File: src/rtl/xcorr_search_ctrl.sv
// Pitch-shift cross-correlation search sequencer.
// Optional macro XCORR_COARSE_STRIDE_EN selects a candidate step of 2.
module xcorr_search_ctrl #(
  parameter int NUM_CAND   = 2048,
  parameter int WINDOW_LEN = 4,
  parameter int ADDR_W     = 20
) (
  input  logic              i_clk,
  input  logic              i_rst,
  input  logic              i_start,
  input  logic [ADDR_W-1:0] i_search_base,
  input  logic [ADDR_W-1:0] i_pred_base,
  output logic [ADDR_W-1:0] o_poss_addr,
  output logic [ADDR_W-1:0] o_pred_addr,
  output logic              o_rd_en,
  output logic              o_corr_clr,
  output logic [10:0]       o_counter,
  output logic [9:0]        o_data_counter,
  input  logic [10:0]       i_index,
  output logic [10:0]       o_index,
  output logic              o_busy,
  output logic              o_done
);

  localparam logic [10:0] C_LAST = 11'(NUM_CAND - 1);
  localparam logic [9:0]  S_LAST = 10'(WINDOW_LEN - 1);

  typedef enum logic [2:0] {
    S_IDLE,
    S_CLEAR,
    S_RUN,
    S_DRAIN,
    S_FINISH
  } state_t;

  state_t state, state_nxt;

  logic [10:0]       c, c_nxt;
  logic [9:0]        s, s_nxt;
  logic [10:0]       c_step;
  logic [ADDR_W-1:0] search_base;
  logic [ADDR_W-1:0] pred_base;
  logic              latch_bases;
  logic              run;

`ifdef XCORR_COARSE_STRIDE_EN
  assign c_step = {c[9:0], 1'b0};
`else
  assign c_step = c;
`endif

  always_ff @(posedge i_clk) begin
    if (i_rst) begin
      state <= S_IDLE;
      c     <= '0;
      s     <= '0;
    end else begin
      state <= state_nxt;
      c     <= c_nxt;
      s     <= s_nxt;
    end
  end

  always_ff @(posedge i_clk) begin
    if (i_rst) begin
      search_base <= '0;
      pred_base   <= '0;
    end else if (latch_bases) begin
      search_base <= i_search_base;
      pred_base   <= i_pred_base;
    end
  end

  always_comb begin
    state_nxt   = state;
    c_nxt       = c;
    s_nxt       = s;
    latch_bases = 1'b0;
    unique case (state)
      S_IDLE: begin
        if (i_start) begin
          latch_bases = 1'b1;
          state_nxt   = S_CLEAR;
        end
      end
      S_CLEAR: begin
        c_nxt     = '0;
        s_nxt     = '0;
        state_nxt = S_RUN;
      end
      S_RUN: begin
        if (s == S_LAST) begin
          s_nxt = '0;
          if (c == C_LAST) begin
            state_nxt = S_DRAIN;
          end else begin
            c_nxt = c + 11'd1;
          end
        end else begin
          s_nxt = s + 10'd1;
        end
      end
      S_DRAIN:  state_nxt = S_FINISH;
      S_FINISH: state_nxt = S_IDLE;
      default:  state_nxt = S_IDLE;
    endcase
  end

  assign run        = (state == S_RUN);
  assign o_rd_en    = run;
  assign o_corr_clr = (state == S_CLEAR);
  assign o_busy     = (state != S_IDLE);

  // Addresses wrap silently modulo 2^ADDR_W.
  assign o_pred_addr = run ? pred_base + ADDR_W'(s) : '0;
  assign o_poss_addr = run
    ? search_base + ADDR_W'(c_step) + ADDR_W'(s)
    : '0;

  // Counters trail the issue by one cycle to line up with buffer data;
  // the sample index is forced to 0 whenever no data is in flight.
  always_ff @(posedge i_clk) begin
    if (i_rst) begin
      o_counter      <= '0;
      o_data_counter <= '0;
    end else if (run) begin
      o_counter      <= c_step;
      o_data_counter <= s;
    end else begin
      o_data_counter <= '0;
    end
  end

  always_ff @(posedge i_clk) begin
    if (i_rst) begin
      o_index <= '0;
      o_done  <= 1'b0;
    end else begin
      o_done <= (state == S_FINISH);
      if (state == S_FINISH) begin
        o_index <= i_index;
      end
    end
  end

endmodule

File: config.mk
export PLATFORM = sky130hd
export DESIGN_NAME = xcorr_search_ctrl
export DESIGN_NICKNAME = d
export VERILOG_FILES = /design/src/rtl/xcorr_search_ctrl.sv
export SDC_FILE = /design/constraint.sdc
export NUM_CORES = 1
export LEC_CHECK = 0
export CAP_MARGIN = 10
export CORE_ASPECT_RATIO = 1.2
export CORE_UTILIZATION = 45
export CTS_CLUSTER_SIZE = 16
export DETAILED_ROUTE_END_ITERATION = 12
export PLACE_DENSITY = 0.87
export REMOVE_ABC_BUFFERS = 1
export SLEW_MARGIN = 20
export SYNTH_ARGS = -nofsm -noshare
export SYNTH_HDL_FRONTEND = slang
export SYNTH_SLANG_ARGS = --single-unit
export TNS_END_PERCENT = 50
File: constraint.sdc
create_clock -name i_clk -period 3.3 [get_ports i_clk]
set_clock_uncertainty 0.2 [all_clocks]
set_input_delay 0.495 -clock i_clk [delete_from_list [all_inputs] [get_ports i_clk]]
set_output_delay 0.495 -clock i_clk [all_outputs]
set_load 0.03 [all_outputs]
== Word level (Yosys, flattened, before mapping) ==
Index checks and enable logic that the tools add are counted.
Storage, ports and cells
  flip-flop bits (word level): 97
  input port bits: 54
  output and inout bits: 76
  logic and storage cells: 44
Operators by class
  $add $sub $neg: 5
  equality and inequality tests: 10
  multiplexer cells: 13
  bitwise gates (word level): 1
  reductions and logical operators: 6
Operators with widths (number)
  20-bit by 10-bit adder with 20-bit output: 2
  20-bit two-way mux: 2
  11-bit two-way mux: 2
  11-bit one-hot mux with 2 select lines: 1
  20-bit by 11-bit adder with 20-bit output: 1
  10-bit one-hot mux with 2 select lines: 1
  3-bit one-hot mux with 4 select lines: 1
  11-bit by 1-bit adder with 11-bit output (second input constant): 1
  11-bit equality test (second input constant): 1
  10-bit by 1-bit adder with 10-bit output (second input constant): 1
  10-bit by 2-bit equality test with 1-bit output (second input constant): 1
  10-bit two-way mux: 1
  3-bit two-way mux: 3
  3-bit by 2-bit equality test with 1-bit output (second input constant): 2
  3-bit AND reduction: 2
  2-bit by 1-bit != test with 1-bit output (second input constant): 2
  2-bit != test (second input constant): 2
  3-bit by 1-bit equality test with 1-bit output (second input constant): 1
  3-bit equality test (second input constant): 1
  3-bit logical NOT: 1
  3-bit nonzero test: 1
  1-bit two-way mux: 2
  2-bit nonzero test: 1
  2-bit OR reduction: 1
  1-bit NOT: 1

== Depth between registers and ports, before layout ==
  depth in word-level cells: 4
  gate-level depth with buffers: 9
  mapped depth without buffers: 9

== Worst setup path before layout ==
Ideal clock, no wire load.
  path kind: register to output
  start point: register s[1]
  end point: output o_poss_addr[19]
  arrival: 2.897 ns
  required time: 2.605 ns
  path slack: -0.292 ns
  stages on the path, launching flop included: 10
  path buffers: 0
  cell sequence: dfxtp_1 -> fa_1 -> ha_1 -> fa_1 -> a211oi_1 -> o211ai_1 -> a31oi_1 -> nor3b_1 -> xnor2_1 -> nor2_1
On the way
  word-level cells in the longest chain between the ends: 2
RTL lines
  from (decl): line 39  | logic [9:0] s, s_nxt;
  from (signal assigned): line 60  | s <= s_nxt;
  20-bit by 10-bit adder with 20-bit output: line 117  | ? search_base + ADDR_W'(c_step) + ADDR_W'(s)
  20-bit two-way mux: line 117
  to (decl): line 13  | output logic [ADDR_W-1:0] o_poss_addr,
Every way passes these cells.

== Final worst setup path ==
  start point: register search_base[1]
  end point: output o_poss_addr[17]
On the way
  word-level cells in the longest chain between the ends: 3
RTL lines
  from (decl): line 41  | logic [ADDR_W-1:0] search_base;
  from (signal assigned): line 69  | search_base <= i_search_base;
  20-bit by 11-bit adder with 20-bit output: line 117
  20-bit by 10-bit adder with 20-bit output: line 117
  20-bit two-way mux: line 117
Every way passes these cells.

==> metrics.yaml <==
run_status:
  run_status: "finished, violations left"
  violations_in_the_final_reports: "setup timing"
global_routing:
  overflow: 0
  antenna_violations_before_repair: 0
  vias_in_the_first_global_route: 5248
  grt_first_pass_wirelength_um: 24180
  grt_use_total_pct: 25.09
  maximum_number_of_pins_on_one_net_before_global_route_repair: 74
finish:
  footprint_of_the_multi_input_gates_um2: 3432
  antenna_cells: 0
  post-route-util_pct: 66.39
  fill_cell_instance_count_of_the_final_layout: 948
  synthToLayoutAreaGrowth_pct: 43.77
  seqCellArea_um2: 1952
  fin_area_um2: 7644
  post_route_cells_drive_above_1_share_pct: 18.31
  design.final.nets: 927
  finalNonFillerCells: 998
critical_path:
  arrival_ns: 3.14
  criticalPathCategory: "reg -> out"
  critical_path.startpoint_type: "flip-flop"
  critPathCaptureType: "output pin"
  worst-path-max-fanout: 5
  timing.critical_path.required_ns: 2.60
timing:
  slew_headroom_pct: 39.34
  final_max_slew_viol_count: 0
  final.setup.worst_slack_ns: -0.5322
  final.min_clock_period_ns: 3.832
  setup_total_negative_slack_ns: -4.418
  setup_repair_after_global_routing_missed_its_margin: "yes"
  final-hold-violation-count: 0
  clock.fmax_mhz: 260.9
  final-setup-viol-count: 19
  timing.final.crit_share_pct: 116.1
  final_hold_slack_ns: 0.2533
  worst_pin_slew_ns: 0.9030
routing:
  dr_total_vias: 5507
  routedWlPerCell_um: 15.66
  final_antenna_net_count: 0
  route.detailed.drc: 0
  drt-initial-drc-count: 512
  drt_pre_antenna_iters: 5
  postRouteWirelength_um: 15630
  drt-vias-per-instance: 5.518
logic_synthesis:
  postSynth.topFlopCell: "sky130_fd_sc_hd__dfxtp_1"
  proportion_of_synthesized_area_in_mux_cells_pct: 0.1883
  netlist_instances: 683
  postSynthRegisterBits: 97
  seq_area_frac_synth_pct: 36.53
  synth_edf_count: 0
  synth_top_area_share_pct: 36.53
  asyncSetResetFlopFracSynth_pct: 0
  ys_types: 59
  mappedNetlistArea_um2: 5316
  synth_top_cell_by_area: "sky130_fd_sc_hd__dfxtp_1"
  netlist_top_cells_area: "sky130_fd_sc_hd__dfxtp_1 37%, sky130_fd_sc_hd__nand2_1 11%, sky130_fd_sc_hd__a21oi_1 9.2%, sky130_fd_sc_hd__ha_1 5.6%, sky130_fd_sc_hd__fa_1 4.5%"
  warnings_from_yosys: 0
  synth_xor_area_share_pct: 3.789
  yosys.area_share.adder_pct: 10.17
  synth_compound_gate_area_share_pct: 20.00
  average_footprint_of_a_synthesized_cell_um2: 7.784
  synth-simple-area-share_pct: 25.49
  dominant_combinational_cell_family_by_area_after_synthesis: "simple AND/OR/NAND/NOR gates"
floorplanning:
  die-height_um: 121.1
  horizontal_die_dimension_um: 101.2
  top_level_ports: 130
  dieArea_um2: 12250
  core_area_um2: 11510
  start_util_pct: 46.17
  row_count: 43
run:
  maxCapViolations: 0
placement:
  port-buffer-count: 129
  dp_slack_ns: -0.2194
  placed_cell_area_um2: 6944
  routabilityCongestion: 0.8538
  place_inst: 973
  place_hpwl_um: 10570
pwr:
  report.power.total_mw: 2.832
  leakagePower_nw: 3.005
  ir_worst_vdd_mv: 0.2606
  power_per_cell_area_nw_per_um2: 370.5
clock_network:
  max-clock-path-buffers: 2
  h-tree-depth: 3
  clk_slew_on_worst_s_h_paths_ns: 0.07
  cts_root_buffer: "sky130_fd_sc_hd__clkbuf_16"
  cts_sinks: 97
  cts_tree: "done"
  numCtsBuffers: 9
  insertion_delay_ns: 0.34
worst_hold_path:
  worst_min_delay_path_category: "reg -> reg"
## cells in the final DEF (no fill, tap or decap), types with 6 or more instances in the layout
master                            count
sky130_fd_sc_hd__ha_4                 8
sky130_fd_sc_hd__inv_1               12
sky130_fd_sc_hd__xor2_1               8
sky130_fd_sc_hd__and3_1               8
sky130_fd_sc_hd__a21oi_1             90
sky130_fd_sc_hd__clkbuf_16            9
sky130_fd_sc_hd__a21o_1               6
sky130_fd_sc_hd__clkdlybuf4s50_1     90
sky130_fd_sc_hd__ha_1                13
sky130_fd_sc_hd__buf_12               7
sky130_fd_sc_hd__nand4_1              7
sky130_fd_sc_hd__nor2_1              46
sky130_fd_sc_hd__and2_1              18
sky130_fd_sc_hd__buf_6               11
sky130_fd_sc_hd__a31oi_1              7
sky130_fd_sc_hd__nand2_1            151
sky130_fd_sc_hd__xnor2_1             15
sky130_fd_sc_hd__a21oi_2              8
sky130_fd_sc_hd__dfxtp_1             91
sky130_fd_sc_hd__o21ai_0             32
sky130_fd_sc_hd__fa_1                 9
sky130_fd_sc_hd__or3_1                7
sky130_fd_sc_hd__buf_4               61
sky130_fd_sc_hd__nor3_1              15
sky130_fd_sc_hd__nand3_1             10
## logic make-up after synthesis
logic type	count (synthesis)
simple gates	295
xor+xnor	23
fa+ha+maj	36
flops	97
compound gates	183
buf+inv	48
mux	1
## synthesized netlist by cell type, drive strengths merged (2+ instances only)
| master | number |
|---|---|
| a21oi | 100 |
| a41o | 2 |
| or4 | 2 |
| a41oi | 3 |
| nor4 | 2 |
| nand3 | 10 |
| buf | 12 |
| fa | 12 |
| or2 | 3 |
| o31ai | 3 |
| dfxtp | 97 |
| and3 | 8 |
| nor3b | 3 |
| nor4b | 2 |
| or3 | 8 |
| and2 | 19 |
| o21a | 5 |
| o21ai | 36 |
| inv | 14 |
| nand2b | 3 |
| xor2 | 8 |
| ha | 24 |
| nand2 | 153 |
| xnor2 | 15 |
| o22ai | 3 |
| nor2b | 7 |
| and4 | 3 |
| a31oi | 8 |
| a21o | 7 |
| a211oi | 5 |
| nor2 | 46 |
| nor3 | 16 |
| nand4 | 8 |
| clkbuf | 22 |
## what timing repair did
action                                 in CTS  in global routing
setup endpoints to repair                  32                 28
pin swaps                                  17                 22
setup buffers                               3                  8
resized for setup                          34                 44
hold buffers                                0                  0
endpoints found under the hold margin       0                  0
## power by group
group          switching (mW)  leakage, nW  total [mW]  internal [mW]
Combinational           0.245         2.06       0.438          0.193
Sequential             0.0419        0.791        1.25           1.21
Clock                   0.459        0.159        1.14          0.681
Total                   0.745         3.01        2.83           2.09
## worst paths after layout
check,start,end,slack (ns),cells after the start
max,search_base[1],o_poss_addr[17],-0.53,10
min reg2reg,o_counter[0],o_counter[0],0.25,2
min,o_counter[0],o_counter[0],0.25,2
max reg2reg,c[0],c[9],0.69,8
## sequential cells by signal (all words and copies together) (netlist names)
signal and count:
c 11, o_counter 11, o_data_counter 10, o_done 1
o_index 11, pred_base 20, s 10, search_base 20
state 3
## worst max-delay path: stages (launching register included)
cell                       delay (ns)
sky130_fd_sc_hd__dfxtp_2         0.34
sky130_fd_sc_hd__fa_1            0.51
sky130_fd_sc_hd__ha_2            0.21
sky130_fd_sc_hd__fa_2            0.37
sky130_fd_sc_hd__a211oi_2        0.30
sky130_fd_sc_hd__o211ai_1        0.21
sky130_fd_sc_hd__a31oi_1         0.21
sky130_fd_sc_hd__buf_4           0.18
sky130_fd_sc_hd__o21ai_0         0.10
sky130_fd_sc_hd__a21oi_1         0.18
sky130_fd_sc_hd__buf_4           0.19
## layout make-up
type | count | area share [%]
Clock buffer | 10 | 3.127
Clock inverter | 5 | 1.031
Inverter | 14 | 0.6875
Multi-Input combinational cell | 538 | 44.90
Sequential cell | 97 | 25.54
Tap cell | 157 | 2.570
Timing Repair Buffer | 177 | 22.15
## per-layer routing
layer  GRT usage [%]  part of all wire (%)  routed length (um)
met1           29.89                    40                6307
met3           3.802                   6.1                 953
met5               0                     0                   0
met4           13.32                   4.1                 640
met2           43.07                    49                7727
(Power assumes the default switching activity.)
